[config.mk]
export PLATFORM = sky130hd
export DESIGN_NAME = ps2_scan_rx
export DESIGN_NICKNAME = d
export VERILOG_FILES = /design/src/rtl/ps2_pkg.sv /design/src/rtl/ps2_scan_fifo.sv /design/src/rtl/ps2_scan_rx.sv
export SDC_FILE = /design/constraint.sdc
export NUM_CORES = 1
export LEC_CHECK = 0
export ABC_AREA = 0
export CORE_ASPECT_RATIO = 0.8
export CORE_UTILIZATION = 53
export DETAILED_ROUTE_END_ITERATION = 8
export PLACE_DENSITY = 0.75
export SLEW_MARGIN = 20
export SYNTH_ARGS = -nofsm -noshare
export SYNTH_HDL_FRONTEND = slang
export SYNTH_SLANG_ARGS = --single-unit
[constraint.sdc]
create_clock -name clk -period 1.9 [get_ports clk]
set_input_delay 0.38 -clock clk [delete_from_list [all_inputs] [get_ports clk]]
set_output_delay 0.38 -clock clk [all_outputs]
set_load 0.005 [all_outputs]
[src/rtl/ps2_pkg.sv]
// ps2_pkg: shared PS/2 receiver types and constants
package ps2_pkg;
  typedef enum logic [1:0] {IDLE, SHIFT, PARITY, STOP} rx_state_t;
  localparam int FRAME_LEN = 11;
  localparam logic [7:0] SC_EXTEND = 8'hE0;
  localparam logic [7:0] SC_BREAK = 8'hF0;
endpackage

[src/rtl/ps2_scan_fifo.sv]
// ps2_scan_fifo: scan-code FIFO with wrap-bit pointers, pop-before-push when full
module ps2_scan_fifo #(
  parameter int DEPTH = 4
) (
  input  logic       clk,
  input  logic       reset,
  input  logic       push,
  input  logic       pop,
  input  logic [7:0] din,
  output logic [7:0] dout,
  output logic       empty,
  output logic       full
);
  localparam int AW = $clog2(DEPTH);
  logic [7:0] mem [DEPTH];
  logic [AW:0] wr_ptr, rd_ptr;
  logic do_pop, do_push;
  assign empty = wr_ptr == rd_ptr;
  assign full = wr_ptr == {~rd_ptr[AW], rd_ptr[AW-1:0]};
  assign do_pop = pop & ~empty;
  assign do_push = push & (~full | do_pop);
  assign dout = mem[rd_ptr[AW-1:0]];
  always_ff @(posedge clk) begin
    if (reset) begin
      wr_ptr <= '0;
      rd_ptr <= '0;
    end else begin
      if (do_push) mem[wr_ptr[AW-1:0]] <= din;
      if (do_push) wr_ptr <= wr_ptr + 1'b1;
      if (do_pop) rd_ptr <= rd_ptr + 1'b1;
    end
  end
endmodule

[src/rtl/ps2_scan_rx.sv]
// ps2_scan_rx: PS/2 device-to-host receiver with filter, deframer and scan-code FIFO
module ps2_scan_rx
  import ps2_pkg::*;
#(
  parameter int FILTER_LEN = 8,
  parameter int TIMEOUT_CYC = 100000,
  parameter int FIFO_DEPTH = 4
) (
  input  logic       clk,
  input  logic       reset,
  input  logic       ps2_clk_i,
  input  logic       ps2_data_i,
  output logic [7:0] rx_scan_code,
  output logic       rx_data_ready,
  input  logic       rx_read,
  output logic       rx_parity_err,
  output logic       rx_frame_err,
  output logic       rx_overflow
);
  localparam int FW = $clog2(FILTER_LEN) + 1;
  localparam int TW = $clog2(TIMEOUT_CYC + 1);
  logic [1:0] sync_clk, sync_dat;
  logic [FW-1:0] flt_cnt;
  logic flt_clk, flt_clk_d, fall, dat, flt_hit;
  rx_state_t state, state_n;
  logic [2:0] bit_cnt, bit_cnt_n;
  logic [7:0] shreg, shreg_n, head;
  logic par, par_n, push, perr_n, ferr_n, timeout, pop, empty, full;
  logic [TW-1:0] tmo;
  assign dat = sync_dat[1];
  assign fall = flt_clk_d & ~flt_clk;
  assign flt_hit = flt_cnt == FW'(FILTER_LEN - 1);
  assign timeout = state != IDLE && tmo == TW'(TIMEOUT_CYC - 1);
  assign pop = rx_read & ~empty;
  assign rx_data_ready = ~empty;
  always_comb begin
    state_n = state;
    bit_cnt_n = bit_cnt;
    shreg_n = shreg;
    par_n = par;
    push = 1'b0;
    perr_n = 1'b0;
    ferr_n = 1'b0;
    if (timeout) begin
      state_n = IDLE;
      ferr_n = 1'b1;
    end else if (fall) begin
      case (state)
        IDLE: begin
          state_n = dat ? IDLE : SHIFT;
          bit_cnt_n = 3'd0;
        end
        SHIFT: begin
          shreg_n = {dat, shreg[7:1]};
          bit_cnt_n = bit_cnt + 3'd1;
          state_n = bit_cnt == 3'd7 ? PARITY : SHIFT;
        end
        PARITY: begin
          par_n = dat;
          state_n = STOP;
        end
        default: begin
          state_n = IDLE;
          push = dat & ^{shreg, par};
          ferr_n = ~dat;
          perr_n = dat & ~^{shreg, par};
        end
      endcase
    end
  end
  always_ff @(posedge clk) begin
    if (reset) begin
      sync_clk <= 2'b11;
      sync_dat <= 2'b11;
      flt_cnt <= '0;
      flt_clk <= 1'b1;
      flt_clk_d <= 1'b1;
      state <= IDLE;
      bit_cnt <= '0;
      shreg <= '0;
      par <= 1'b0;
      tmo <= '0;
      rx_parity_err <= 1'b0;
      rx_frame_err <= 1'b0;
      rx_overflow <= 1'b0;
      rx_scan_code <= '0;
    end else begin
      sync_clk <= {sync_clk[0], ps2_clk_i};
      sync_dat <= {sync_dat[0], ps2_data_i};
      flt_cnt <= (sync_clk[1] == flt_clk || flt_hit) ? '0 : flt_cnt + 1'b1;
      flt_clk <= (sync_clk[1] != flt_clk && flt_hit) ? sync_clk[1] : flt_clk;
      flt_clk_d <= flt_clk;
      state <= state_n;
      bit_cnt <= bit_cnt_n;
      shreg <= shreg_n;
      par <= par_n;
      tmo <= (state == IDLE || fall) ? '0 : tmo + 1'b1;
      rx_parity_err <= perr_n;
      rx_frame_err <= ferr_n;
      rx_overflow <= pop ? 1'b0 : (push & full) ? 1'b1 : rx_overflow;
      rx_scan_code <= pop ? head : rx_scan_code;
    end
  end
  ps2_scan_fifo #(.DEPTH(FIFO_DEPTH)) u_fifo (
    .clk  (clk),
    .reset(reset),
    .push (push),
    .pop  (pop),
    .din  (shreg),
    .dout (head),
    .empty(empty),
    .full (full)
  );
endmodule

[Word level (Yosys, flattened, before mapping)]
Memories as Yosys holds them, arrays and structs flattened. A register that Yosys moved wholly into a read port is not among the register bits.
Cells that the tools add are included.
Storage, ports and cells
  bits in registers: 50
  RAM bits: 32
  memories: 1
Memories
  u_fifo.mem: depth 4, bits a word 8, rd ports 1, clocked after memory_dff 1, write ports 1, line ps2_scan_fifo.sv:15  | logic [7:0] mem [DEPTH];
Operators by class
  add/sub/neg operators: 5
  equality and inequality tests: 9
  mux-type cells: 13
  bitwise gates (word level): 15
  reductions and logical operators: 18
Operator list (number)
  17-bit by 1-bit adder with 17-bit output (second input constant): 1
  17-bit equality test (second input constant): 1
  1-bit two-way mux: 10
  3-bit by 1-bit adder with 3-bit output (second input constant): 3
  3-bit AND reduction: 3
  9-bit XNOR reduction: 1
  9-bit parity: 1
  2-bit OR reduction: 4
  1-bit AND: 7
  1-bit inverter: 7
  3-bit equality test: 2
  2-bit case mux with 3 select lines: 1
  3-bit case mux with 2 select lines: 1
  6-bit OR reduction: 1
  4-bit by 1-bit adder with 4-bit output (second input constant): 1
  4-bit by 3-bit equality test with 1-bit output (second input constant): 1
  2-bit nonzero test: 2
  3-bit equality test (second input constant): 1
  3-bit OR reduction: 1
  2-bit by 1-bit equality test with 1-bit output (second input constant): 1
  2-bit equality test (second input constant): 1
  1-bit logical AND: 2
  2-bit logical NOT: 1
  1-bit logical OR: 2
  4 further kinds: 4

[Logic depth before layout (Yosys ltp)]
Gate-level depths: netlist of the first run.
  word-level depth: 9
  mapped depth: 7
  depth with buffers taken out: 6

[Cells and area by module]
From an unflattened synthesis of the first run, not the netlist that was laid out.
Unflattened totals
  cell total of the unflattened synthesis: 357
  area, all modules: 3953.8 µm²
By module, submodules not included
  ps2_scan_rx: times used 1, cells each 257, area an instance 2240.9 µm², seq. area each 1041.0 µm²
  ps2_scan_fifo: times used 1, cells each 100, area an instance 1712.9 µm², seq. area each 1121.1 µm²

[Worst setup path after synthesis of the first run]
No wires, ideal clock.
  path kind: reg-to-reg
  from: register tmo[13]
  to: memory u_fifo.mem[0][0], enable pin
  library setup time: 0.277 ns
  arrival time: 1.801 ns
  setup slack: -0.178 ns
  cell stages (with the launch flop): 6
  buffers on the path: 0
  clock period less this slack: 2.078 ns
  path through: dfxtp_1 -> or4_4 -> nor4_4 -> or2b_4 -> nor4_1 -> and2_1
Between the ends
  longest elaborated chain between the ends: 7
RTL lines
  start, declared: line ps2_scan_rx.sv:29  | logic [TW-1:0] tmo;
  start signal, assigned: line ps2_scan_rx.sv:97  | tmo <= (state == IDLE || fall) ? '0 : tmo + 1'b1;
  17-bit equality test: line ps2_scan_rx.sv:33  | assign timeout = state != IDLE && tmo == TW'(TIMEOUT_CYC - 1);
  1-bit logical AND: line ps2_scan_rx.sv:33
  1-bit two-way mux: line ps2_scan_rx.sv:44  | if (timeout) begin
  1-bit AND: line ps2_scan_fifo.sv:21  | assign do_push = push & (~full | do_pop);
  1-bit two-way mux: line ps2_scan_fifo.sv:28  | if (do_push) mem[wr_ptr[AW-1:0]] <= din;
  1-bit two-way mux: line ps2_scan_fifo.sv:24  | if (reset) begin
  1-bit two-way mux (implied by the code): line ps2_scan_fifo.sv:28
  end, declared: line ps2_scan_fifo.sv:15
No other way between the ends.

[Worst setup path in the final report of the first run]
  from: register shreg[2]
  to: memory u_fifo.mem[2][3], enable pin
Between the ends
  longest elaborated chain between the ends: 9
RTL lines
  start, declared: line ps2_scan_rx.sv:27  | logic [7:0] shreg, shreg_n, head;
  start signal, assigned: line ps2_scan_rx.sv:95  | shreg <= shreg_n;
  9-bit parity: line ps2_scan_rx.sv:64  | push = dat & ^{shreg, par};
  1-bit AND: line ps2_scan_rx.sv:64
  1-bit two-way mux: line ps2_scan_rx.sv:48  | case (state)
  1-bit two-way mux: line ps2_scan_rx.sv:47  | end else if (fall) begin
  1-bit two-way mux: line ps2_scan_rx.sv:44
  1-bit AND: line ps2_scan_fifo.sv:21
  1-bit two-way mux: line ps2_scan_fifo.sv:28
  1-bit two-way mux: line ps2_scan_fifo.sv:24
  1-bit two-way mux (implied by the code): line ps2_scan_fifo.sv:28
No other way between the ends.

==> results.yml, run 1 <==
synth:
  ys_ff_latch: 90
  dominantRegCellSynth: "sky130_fd_sc_hd__dfxtp_1"
  syn_area_per_cell_um2: 11.5
  netlist.top_cell.by_area: "sky130_fd_sc_hd__dfxtp_1"
  synth.yosys.seq_area_share: 0.575
  post_syn_instances: 320
  area_contributors_post_synth: "sky130_fd_sc_hd__dfxtp_1 31%, sky130_fd_sc_hd__edfxtp_1 26%, sky130_fd_sc_hd__mux4_2 4.9%, sky130_fd_sc_hd__xnor2_1 4.7%, sky130_fd_sc_hd__nor2_1 4.4%"
  synthesis.nets: 334
  share_of_the_synthesized_area_in_the_top_cell_type: 0.315
  synth-edff-count: 32
  synthesis.yosys.warnings: 0
  synthesis.area_mm2: 0.00369
  async_s_r_ff_share_synth: 0
  yosys.cell_types.count: 43
setup_path:
  critical-path-slowest-cell: "sky130_fd_sc_hd__xnor3_2"
  timing.critical_path.fanout_max: 8
  critical_path.cell_chain: "xnor2_2 -> xnor3_2 -> xnor2_2 -> nor4_4 -> and2_4"
  cp_data_required_time_ps: 1960
  crit_path_frequent_cell: "sky130_fd_sc_hd__xnor2_2"
  critical_path_arrival_ps: 2100
  setup.worst_path.class: "reg2reg"
  critical_path.top_delay_family: "XOR/XNOR gates"
  largest_stage_delay_worst_path_ps: 470
  cp-end-kind: "register"
  cp_num_buf_inv: 0
  startpoint_type: "register"
routing:
  wl_mm: 6.94
  firstDrtPassIters: 4
  via_count: 2483
  drtAntennaViolNets: 0
  routed_wire_length_per_instance_um: 15.0
  drc: 0
  dr.first_iter.drc_count: 156
  route.detailed.vias_per_inst: 5.35
timing:
  fmax_mhz: 491
  timing_max_transition_violations_final: 0
  min_period_over_period: 1.07
  setup_viol: 34
  setup_repair_after_global_routing_missed_its_margin: "true"
  tightestPinTransition_ps: 653
  remaining_max_slew_budget_at_the_tightest_pin: 0.562
  finalWorstPathRequiredPeriod_ps: 2040
  report.final.hold_viol_count: 0
  final.setup.worst_slack_ps: -137
  fin_skew_ps: 9.70
global_route:
  initial_antenna_violation_count: 0
  grt_pass1_wl_mm: 11.5
  globalRouteOverflowTotal: 0
  global_route.usage.total: 0.210
  grt_max_degree: 19
  grt_pass1_vias: 2375
power:
  irDropWorstVdd_v: 0.000522
  powerDensity_mw_per_mm2: 708
  leakage_uw: 0.00165
finish:
  area_growth_syn_to_layout_pct: 21.0
  stdcell_count: 464
  multi_input_area_mm2: 0.00156
  filler_cell_count: 469
  final-seq-area_mm2: 0.00213
  commonest_cells_after_routing_fill_and_taps_aside: "53 x sky130_fd_sc_hd__dfxtp_1, 42 x sky130_fd_sc_hd__nor2_1, 40 x sky130_fd_sc_hd__buf_4"
  post_route_cells_drive_above_1_share: 0.255
  end_of_flow_core_utilization: 0.683
  most_common_cell_after_layout_fill_and_taps_aside: "sky130_fd_sc_hd__dfxtp_1"
  n_antenna_cell: 0
  design.final.nets: 389
floorplanning:
  start_util: 0.564
  die_height_um: 76.6
  design.die.area_mm2: 0.00730
  num_io_pins: 17
  floorplan_row_count: 26
  design.core.area_mm2: 0.00654
  chipWidth_um: 95.3
cts:
  cts.clk_slew.worst_paths_ps: 80
  clk_root_buffer_cell: "sky130_fd_sc_hd__clkbuf_8"
  cts-root-to-sink-buffers: 2
  clock_sinks: 90
  level_count_of_the_clock_h_tree: 3
  number_of_buffers_created_by_cts: 9
  tritoncts_clock_tree: "yes"
  cts-hold-fix-buffers: 0
  insertion_delay_ps: 360
placed_design:
  dp.cells: 447
  port_buffers: 16
  globalplace.congestion: 0.842
  dpl.hpwl_mm: 5.04
  placement.setup.worst_slack_ps: -192
outcome:
  violations: "setup timing"
  status: "complete, but fails checks"
job:
  maxCapViolCount: 0
worst_hold_path:
  min-delay-path-class: "reg2reg"
path summary, 6_finish.rpt:
path               start          endpoint  slack, ps  cells after the start
max             shreg[2]  u_fifo.mem[2][3]       -140                      5
max reg2reg     shreg[2]  u_fifo.mem[2][3]       -140                      5
min reg2reg  sync_clk[0]       sync_clk[1]        410                      1
min          sync_clk[0]       sync_clk[1]        410                      1
state kept, by name, summed over array words and instances, names as in the netlist, 2 cells and up:
name,cells
bit_cnt,3
rx_scan_code,8
flt_cnt,4
shreg,8
u_fifo.wr_ptr,3
u_fifo.mem,32
state,2
u_fifo.rd_ptr,3
sync_clk,2
tmo,17
sync_dat,2
timing repair:
item                       in CTS  in global routing
pin swaps                       3                  3
setup buffers                   0                  1
hold endpoints to repair        0                  0
resized for setup              19                  4
setup endpoints to repair      47                 35
gates cloned                    0                  0
cells by family (layout without fill, tap and decap cells):
group	Yosys count	in the layout	synth area share
simple gates	128	128	0.176
xor+xnor	28	28	0.0702
buf+inv	20	80	0.0244
flops	90	90	0.575
fa+ha+maj	9	9	0.0305
compound gates	24	24	0.0380
mux	21	21	0.0858
power breakdown:
part | internal, uW | total (uW) | switching [uW]
combinational | 16.8 | 37.4 | 20.6
sequential | 1980 | 1980 | 1.77
clock | 507 | 1140 | 631
total | 2510 | 3160 | 653
cells in the mapped netlist, types with 6 or more instances:
cell type / n
sky130_fd_sc_hd__xnor2_1: 20
sky130_fd_sc_hd__clkbuf_1: 8
sky130_fd_sc_hd__ha_1: 9
sky130_fd_sc_hd__mux2i_1: 11
sky130_fd_sc_hd__nor2_1: 43
sky130_fd_sc_hd__edfxtp_1: 32
sky130_fd_sc_hd__dfxtp_1: 58
sky130_fd_sc_hd__mux4_2: 8
sky130_fd_sc_hd__nand2_1: 28
sky130_fd_sc_hd__a21oi_1: 13
sky130_fd_sc_hd__xor2_1: 7
sky130_fd_sc_hd__or3_1: 6
sky130_fd_sc_hd__nand3_1: 8
sky130_fd_sc_hd__inv_1: 7
sky130_fd_sc_hd__nor3_1: 6
area by class of cell:
type | count | share of cell area
flip-flops and latches | 90 | 0.477
well taps | 84 | 0.0235
multi-input cells | 210 | 0.350
clock buffers | 11 | 0.0317
repair buffers | 57 | 0.105
clock inverters | 5 | 0.00701
inverters | 7 | 0.00589
layer usage:
metal | track usage | vias to the layer above | part of all wire
li1 | - | 1222 | -
met1 | 0.305 | 1177 | 0.48
met2 | 0.296 | 73 | 0.43
met3 | 0.0529 | 11 | 0.074
met4 | 0.0864 | 0 | 0.017
met5 | 0 | - | 0
stage by stage:
| step | TNS [ps] | total power [uW] | area (um2) | hold WS [ps] |
|---|---|---|---|---|
| floorplan | -1290 | 2050 | 3710 | 389 |
| global placement | -5480 | 2070 | 4210 | 394 |
| detailed placement | -6930 | 2070 | 4210 | 395 |
| CTS | -2270 | 3190 | 4450 | 414 |
| global route | -6160 | 3260 | 4460 | 436 |
| finish | -4160 | 3160 | 4460 | 413 |
(Power assumes the default switching activity.)
==> run 2: changes to the inputs <==
--- a/config.mk
+++ b/config.mk
@@ -6,10 +6,11 @@
 export NUM_CORES = 1
 export LEC_CHECK = 0
 export ABC_AREA = 0
-export CORE_ASPECT_RATIO = 0.8
+export CAP_MARGIN = 10
 export CORE_UTILIZATION = 53
 export DETAILED_ROUTE_END_ITERATION = 8
 export PLACE_DENSITY = 0.75
+export SETUP_SLACK_MARGIN = 0.02
 export SLEW_MARGIN = 20
 export SYNTH_ARGS = -nofsm -noshare
 export SYNTH_HDL_FRONTEND = slang
==> results.yml, run 2 (same netlist as run 1, synthesis figures left out) <==
timing:
  remaining_max_slew_budget_at_the_tightest_pin: 0.713
  setup_viol: 35
  report.final.hold_viol_count: 0
  tightestPinTransition_ps: 429
  min_period_over_period: 1.05
  timing.hold.ws_ps: 422
  fmax_mhz: 503
  setup_repair_after_global_routing_missed_its_margin: "true"
  fin_skew_ps: 6.43
  timing_max_transition_violations_final: 0
  finalWorstPathRequiredPeriod_ps: 1990
  final.setup.worst_slack_ps: -86.5
setup_path:
  startpoint_type: "register"
  cp-end-kind: "register"
  cp_data_required_time_ps: 2140
  reg2regPathDepth: 5
  timing.critical_path.fanout_max: 4
  setup.worst_path.class: "reg2reg"
  critical_path_arrival_ps: 2220
power:
  power.total_uw: 3590
  irDropWorstVdd_v: 0.000426
  leakage_uw: 0.00167
  powerDensity_mw_per_mm2: 799
cts:
  level_count_of_the_clock_h_tree: 3
  clk_root_buffer_cell: "sky130_fd_sc_hd__clkbuf_8"
  cts-root-to-sink-buffers: 2
  tritoncts_clock_tree: "yes"
  cts.clk_slew.worst_paths_ps: 80
  clock_sinks: 90
  number_of_buffers_created_by_cts: 9
  insertion_delay_ps: 340
  cts-hold-fix-buffers: 0
placed_design:
  placement.setup.worst_slack_ps: -91.9
  port_buffers: 16
  globalplace.congestion: 0.755
  dpl.hpwl_mm: 4.30
outcome:
  status: "complete, but fails checks"
  violations: "setup timing"
worst_hold_path:
  min_delay_path_depth: 1
  min-delay-path-class: "reg2reg"
floorplanning:
  chipWidth_um: 85.4
  design.core.area_mm2: 0.00676
  num_io_pins: 17
  start_util: 0.546
  design.die.area_mm2: 0.00730
  floorplan_row_count: 30
  die_height_um: 85.4
routing:
  firstDrtPassIters: 4
  drtAntennaViolNets: 0
  drc: 0
  dr.first_iter.drc_count: 81
  routed_wire_length_per_instance_um: 13.4
  wl_mm: 6.07
  route.detailed.vias_per_inst: 5.21
  via_count: 2355
finish:
  commonest_cells_after_routing_fill_and_taps_aside: "51 x sky130_fd_sc_hd__dfxtp_1, 43 x sky130_fd_sc_hd__nor2_1, 33 x sky130_fd_sc_hd__buf_4"
  final-seq-area_mm2: 0.00213
  most_common_cell_after_layout_fill_and_taps_aside: "sky130_fd_sc_hd__dfxtp_1"
  design.final.nets: 381
  area_growth_syn_to_layout_pct: 21.8
  filler_cell_count: 499
  n_antenna_cell: 0
  end_of_flow_core_utilization: 0.665
  post_route_cells_drive_above_1_share: 0.242
  multi_input_area_mm2: 0.00157
  largest_register_ffs: 32
global_route:
  grt_max_degree: 37
  grt_pass1_wl_mm: 10.5
  initial_antenna_violation_count: 0
  global_route.usage.total: 0.187
  grt_pass1_vias: 2254
  globalRouteOverflowTotal: 0
job:
  maxCapViolCount: 0
-- run 2: cell count changes in the layout (fill, tap and decap cells not counted), sizes merged --
cell          before  now
buf               41   33
bufinv             0    3
clkinv             5    2
dlygate4sd2        1    0
dlymetal6s2s       0    1
-- run 2: report_power, final --
part	switching, uW	leakage, uW	internal, uW
clock network	630	0.000129	941
registers	1.95	0.000768	1980
logic	19.7	0.000772	15.3
total	651	0.00167	2940
-- run 2: stage by stage --
step,TNS (ps),instances,instance area [um2]
2_1_floorplan,0,320,3730
3_3_place_gp,-2020,433,4150
4_1_cts,-3030,450,4430
5_1_grt,-5840,452,4490
6_report,-2240,452,4490
3_5_place_dp,-2980,433,4150
-- run 2: timing repair --
item                       CTS  global route
resized for setup            5             9
gates cloned                 0             0
setup buffers                1             2
setup endpoints to repair   46            44
hold endpoints to repair     0             0
pin swaps                    5             5
-- run 2: area by class of cell --
| class | count | share of cell area |
|---|---|---|
| Clock buffer | 11 | 0.0337 |
| Tap cell | 80 | 0.0223 |
| Clock inverter | 5 | 0.0223 |
| Sequential cell | 90 | 0.474 |
| Inverter | 7 | 0.00585 |
| Multi-Input combinational cell | 210 | 0.350 |
| Timing Repair Buffer | 49 | 0.0913 |
-- run 2: path summary, 6_finish.rpt --
kind | start | endpoint | slack, ps
min reg2reg | sync_clk[0] | sync_clk[1] | 420
max | shreg[3] | u_fifo.wr_ptr[0] | -90
min | sync_clk[0] | sync_clk[1] | 420
max reg2reg | shreg[3] | u_fifo.wr_ptr[0] | -90
-- run 2: worst max-delay path, stage by stage, from the launching register on --
cell                      delay, ps
sky130_fd_sc_hd__dfxtp_2        340
sky130_fd_sc_hd__xnor2_2        140
sky130_fd_sc_hd__xnor3_1        460
sky130_fd_sc_hd__xnor2_2        210
sky130_fd_sc_hd__or3_4          420
sky130_fd_sc_hd__mux2_4         300
-- run 2: per-layer routing --
layer	part of all wire	GRT usage	up-vias
li1	-	-	1208
met1	0.47	0.243	1114
met2	0.49	0.303	26
met3	0.025	0.0496	7
met4	0.011	0.0682	0
met5	0	0	-
==> run 3: changes to the inputs <==
--- a/config.mk
+++ b/config.mk
@@ -7,9 +7,11 @@
 export LEC_CHECK = 0
 export ABC_AREA = 0
 export CAP_MARGIN = 10
-export CORE_UTILIZATION = 53
+export CELL_PAD_IN_SITES_DETAIL_PLACEMENT = 1
+export CELL_PAD_IN_SITES_GLOBAL_PLACEMENT = 2
+export CORE_UTILIZATION = 37
 export DETAILED_ROUTE_END_ITERATION = 8
-export PLACE_DENSITY = 0.75
+export PLACE_DENSITY = 0.76
 export SETUP_SLACK_MARGIN = 0.02
 export SLEW_MARGIN = 20
 export SYNTH_ARGS = -nofsm -noshare
==> results.yml, run 3 (same netlist as run 1, synthesis figures left out) <==
worst_hold_path:
  hp-start: "sync_clk[0]"
  min_delay_path_depth: 1
  timing.hold.worst_endpoint: "sync_clk[1]"
  min-delay-path-class: "reg2reg"
floorplanning:
  floorplan_row_count: 36
  die_height_um: 102
  design.core.area_mm2: 0.00973
  design.die.area_mm2: 0.0104
  chipWidth_um: 102
  start_util: 0.379
  num_io_pins: 17
global_route:
  grt_pass1_wl_mm: 12.3
  grt_pass1_vias: 2556
  use_met1: 0.194
  groute.layer.met3.usage: 0.0274
  global_route.usage.total: 0.157
  initial_antenna_violation_count: 0
  groute.layer.met2.usage: 0.264
  grt_max_degree: 26
  globalRouteOverflowTotal: 0
  globalRoute.busiestLayer: "met2"
setup_path:
  worst-r2r-setup-slack_ps: -110
  cp_data_required_time_ps: 1980
  critical_path_arrival_ps: 2080
  reg2regPathDepth: 5
  timing.critical_path.fanout_max: 8
  setup.worst_path.start: "shreg[3]"
  timing.rr.end: "u_fifo.mem[0][3]"
  cp_num_buf_inv: 0
  critical-path-slowest-cell: "sky130_fd_sc_hd__xnor3_2"
  critical_path.cell_chain: "xnor2_2 -> xnor3_2 -> xnor2_2 -> nor4_4 -> and2_4"
  largest_stage_delay_worst_path_ps: 480
  critical_path.top_delay_family: "XOR/XNOR gates"
  timing.rr.start: "shreg[3]"
  setup.worst_path.class: "reg2reg"
  cp-end-kind: "register"
  crit_path_frequent_cell: "sky130_fd_sc_hd__xnor2_2"
  startpoint_type: "register"
cts:
  level_count_of_the_clock_h_tree: 3
  cts.clk_slew.worst_paths_ps: 90
  cts-hold-fix-buffers: 0
  clk_root_buffer_cell: "sky130_fd_sc_hd__clkbuf_8"
  number_of_buffers_created_by_cts: 9
  clock_sinks: 90
  insertion_delay_ps: 360
  cts-root-to-sink-buffers: 2
  tritoncts_clock_tree: "yes"
job:
  maxCapViolCount: 0
routing:
  route.detailed.vias_per_inst: 4.77
  drtAntennaViolNets: 0
  dr.first_iter.drc_count: 35
  drc: 0
  via_count: 2437
  wl_mm: 7.30
  routed_wire_length_per_instance_um: 14.3
  firstDrtPassIters: 4
placed_design:
  port_buffers: 16
  globalplace.congestion: 0.780
  placement.setup.worst_slack_ps: -110
  dpl_cell_area_mm2: 0.00426
  dp.cells: 491
  dpl.hpwl_mm: 5.33
outcome:
  status: "complete, but fails checks"
  violations: "setup timing"
finish:
  area_growth_syn_to_layout_pct: 26.1
  end_of_flow_core_utilization: 0.478
  stdcell_count: 511
  largest_register_ffs: 32
  final_design_area_no_fill_mm2: 0.00465
  design.final.nets: 387
  commonest_cells_after_routing_fill_and_taps_aside: "52 x sky130_fd_sc_hd__dfxtp_1, 43 x sky130_fd_sc_hd__nor2_1, 36 x sky130_fd_sc_hd__buf_4"
  post_route_cells_drive_above_1_share: 0.307
  most_common_cell_after_layout_fill_and_taps_aside: "sky130_fd_sc_hd__dfxtp_1"
  filler_cell_count: 1060
  n_antenna_cell: 0
timing:
  setup_repair_after_global_routing_missed_its_margin: "true"
  final.setup.worst_slack_ps: -110
  finalWorstPathRequiredPeriod_ps: 2010
  report.final.hold_viol_count: 0
  setup_viol: 35
  remaining_max_slew_budget_at_the_tightest_pin: 0.729
  tightestPinTransition_ps: 404
  min_period_over_period: 1.06
  fmax_mhz: 498
  fin_skew_ps: 8.00
  timing_max_transition_violations_final: 0
power:
  leakage_uw: 0.00169
  irDropWorstVdd_v: 0.000353
  powerDensity_mw_per_mm2: 730
  power.total_uw: 3400
run 3: cell count changes in the layout (fill, tap and decap cells not counted), moves of 2 or more:
| cell | previous run | this run |
|---|---|---|
| sky130_fd_sc_hd__a21oi_1 | 13 | 5 |
| sky130_fd_sc_hd__a21oi_2 | 0 | 8 |
| sky130_fd_sc_hd__buf_4 | 33 | 36 |
| sky130_fd_sc_hd__buf_6 | 0 | 2 |
| sky130_fd_sc_hd__bufinv_16 | 3 | 1 |
| sky130_fd_sc_hd__clkinv_2 | 2 | 0 |
| sky130_fd_sc_hd__clkinv_4 | 0 | 4 |
| sky130_fd_sc_hd__nand2_1 | 28 | 18 |
| sky130_fd_sc_hd__nand2_2 | 0 | 7 |
| sky130_fd_sc_hd__nand2_4 | 0 | 3 |
run 3: metal layers:
layer / part of all wire / vias up
met4: 0.018 / 0
li1: - / 1216
met3: 0.018 / 12
met5: 0 / -
met2: 0.49 / 22
met1: 0.47 / 1187
run 3: report_power, final:
| part | leakage (uW) | internal (uW) | total, uW | switching [uW] |
|---|---|---|---|---|
| logic | 0.000818 | 18.1 | 41.2 | 23.2 |
| registers | 0.000768 | 1980 | 1980 | 1.95 |
| clock network | 0.000107 | 658 | 1370 | 712 |
| total | 0.00169 | 2660 | 3400 | 737 |
run 3: through the flow:
stage	hold slack (ps)	setup TNS, ps
after floorplan	389	0
after global placement	395	-1020
after detailed placement	399	-3600
after CTS	422	-3310
after global routing	447	-7710
final	419	-3250
run 3: worst max-delay path by stage:
stage | endpoint | cells after the start
after CTS | u_fifo.mem[0][5] | 5
after detailed placement | u_fifo.mem[0][5] | 5
after global placement | u_fifo.mem[1][4] | 5
after floorplan | u_fifo.wr_ptr[0] | 5
after global routing | u_fifo.mem[2][5] | 5
final | u_fifo.mem[0][3] | 5
run 3: layout make-up:
type                       count  area (um2)  share of cell area
inverter                       7        26.3             0.00565
clock buffer                  10         138              0.0296
timing repair buffer          55         472               0.101
tap                          133         166              0.0358
clock inverter                 6        73.8              0.0159
sequential                    90        2130               0.458
multi-input combinational    210        1640               0.354
run 3: timing repair:
| action | 4_1_cts | 5_1_grt |
|---|---|---|
| pin swaps | 3 | 15 |
| setup endpoints to repair | 44 | 44 |
| resized for setup | 11 | 28 |
| setup buffers | 0 | 4 |
==> RTL edit, RTL diff (config.mk and constraints of run 3) <==
Set the parameter `TIMEOUT_CYC` to 200000 (it was 100000).
--- a/src/rtl/ps2_scan_rx.sv
+++ b/src/rtl/ps2_scan_rx.sv
@@ -3,7 +3,7 @@
   import ps2_pkg::*;
 #(
   parameter int FILTER_LEN = 8,
-  parameter int TIMEOUT_CYC = 100000,
+  parameter int TIMEOUT_CYC = 200000,
   parameter int FIFO_DEPTH = 4
 ) (
   input  logic       clk,
Check against the original RTL: same outputs for any inputs over 10 cycles, from zero or initial values and one cycle with reset high; that may be too few to reach the edited logic, so the function may still have changed.
==> RTL edit against run 3 <==
  * The run still ends with negative setup slack left
  * Via count down 2.8%
  * Routed wire length down 1.1%
  * Sequential cell count up 1
  * Setup slack better by 0.065 ns
  * Area after synthesis up 1.3%
  * Worst hold slack worse by 0.0053 ns
  * Final cell count down 2.3%
  * Core utilization up 0.11 points
  * Power up 9.6%
  * Critical path type unchanged
  * Final area up 0.70%
  * Largest power group unchanged
  * Critical endpoint is now u_fifo.mem[2][0]$_DFFE_PP_
  * Count of clock-buffer cells in the layout down 1
==> RTL edit: results (changes against run 3) <==
** Power and ir drop
- The part of the power in combinational logic was 0.9% (-0.3 points).
- Power density cells :: 795 nW/um^2 (+8.8%)
- Leakage Power :: 0.00169 uW (about the same)
- The net switching component of the power is 696 uW (-5.6%).
- The clock network fraction of design power was 45.2% (+4.8 points).

** Final layout
- Number of nets in the layout :: 375 (-3.1%)
- Non-filler instance count after layout :: 499 (-2.3%)
- The number of filler instances in the final layout is 1,042 (-1.7%).

** Timing
- The accumulated negative setup slack is -0.963 ns (+2.29 ns).
- Final Setup Violations :: 32 (-8.6%)
- The final setup slack of the worst path was -0.0445 ns (+0.0655 ns).
- Slew at the pin closest to its max-slew limit :: 0.812 ns (+0.407 ns)
- Worst hold-check slack :: 0.414 ns (-0.00533 ns)
- The setup skew after layout is 0.0123 ns (+0.00435 ns).

** Placed design
- The worst setup slack after placement is -0.00541 ns (+0.105 ns).
- Total cell area at the placement stage :: 4280 sq um (+0.68%)
- The estimated wirelength of the detail-placed design is 5120 microns (-3.8%).
- The final weighted congestion in routability-driven placement is 0.698 (-10%).
- Placed cell count :: 478 (-2.6%)

** Global route
- Met2 Usage GRT :: 26.9% (+0.57 points)
- Total GRT Usage :: 15.3% (-0.36 points)
- Global routing met1 resource utilization :: 17.9% (-1.5 points)
- The maximum number of pins on one net before global-route repair is 23 (-12%).
- Wire length of the first global-routing pass :: 12,100 microns (-1.9%)
- The met3 demand-to-capacity share in global routing came to 3.66% (+0.93 points).
- The via count of the first global-routing pass came to 2,519 (-1.4%).

** Min path
- The worst hold path terminates at sync_dat[1]$_SDFF_PP1_.
- In this run the most critical hold path is launched from sync_dat[0]$_SDFF_PP1_.

** Setup path
- The worst-case reg-to-reg path depth is 6 (+1).
- The worst endpoint data arrival time was 2.01 ns (-0.07 ns).
- Slowest cell delay on critical path :: 0.45 ns (-0.03 ns)
- Tracing the worst setup path back leads to its startpoint at shreg[4]$_SDFFE_PP0P_.
- Standard cell with the maximum stage delay on the critical path :: sky130_fd_sc_hd__xnor3_1
- The worst register-to-register path ends at u_fifo.mem[2][0]$_DFFE_PP_.

** Yosys
- The part of the Yosys area used for sequential elements is 57.3% (-0.22 points).
- The number of distinct library cells after synthesis came to 42 (-2.3%).
- Top cells by area, synth :: sky130_fd_sc_hd__dfxtp_1 (32%), sky130_fd_sc_hd__edfxtp_1 (26%), sky130_fd_sc_hd__nor2_1 (5.6%)
- The cell count after synthesis is 313 (-2.2%).

** Routing
- Via-to-Cell Ratio :: 4.75 (-0.45%)
- The count of routing violations after the opening detailed-route iteration came to 36 (+2.9%).
- Detailed-routing iteration count for the pre-antenna-repair pass :: 6 (+2)

** Clock network
- Post-CTS setup buffers :: 1 (+1)
- The post-cts resize count came to 4 (-7).

** Outcome
- Status :: finished with violations
- Violations in the final reports :: negative setup slack
==> RTL edit: changes by cell type after synthesis, sizes merged, moves of 4 or more <==
cell	before	now
nor2	43	58
mux2i	11	20
a21oi	13	4
nand2	28	12
xor2	7	14
nor2b	4	0
==> RTL edit: logic make-up (layout without fill, tap and decap cells) <==
family	Yosys count	in the layout	synth area share [%]
compound gates	15	15	2.61
xor+xnor	32	32	7.87
fa+ha+maj	9	9	3.01
buf+inv	21	73	2.51
flops	91	91	57.3
mux	28	28	10.2
simple gates	117	118	16.5
==> RTL edit: routing by layer <==
layer	up-vias	part of all wire [%]
met2	22	51
met5	-	0
li1	1176	-
met4	0	1.6
met3	8	2.2
met1	1163	45
==> RTL edit: layout make-up <==
type,count,area (sq um),area share (%)
flip-flops and latches,91,2160,46.1
clock inverters,7,139,2.97
inverters,8,30.0,0.641
well taps,133,166,3.55
repair buffers,49,439,9.38
multi-input cells,202,1630,34.7
clock buffers,9,124,2.65
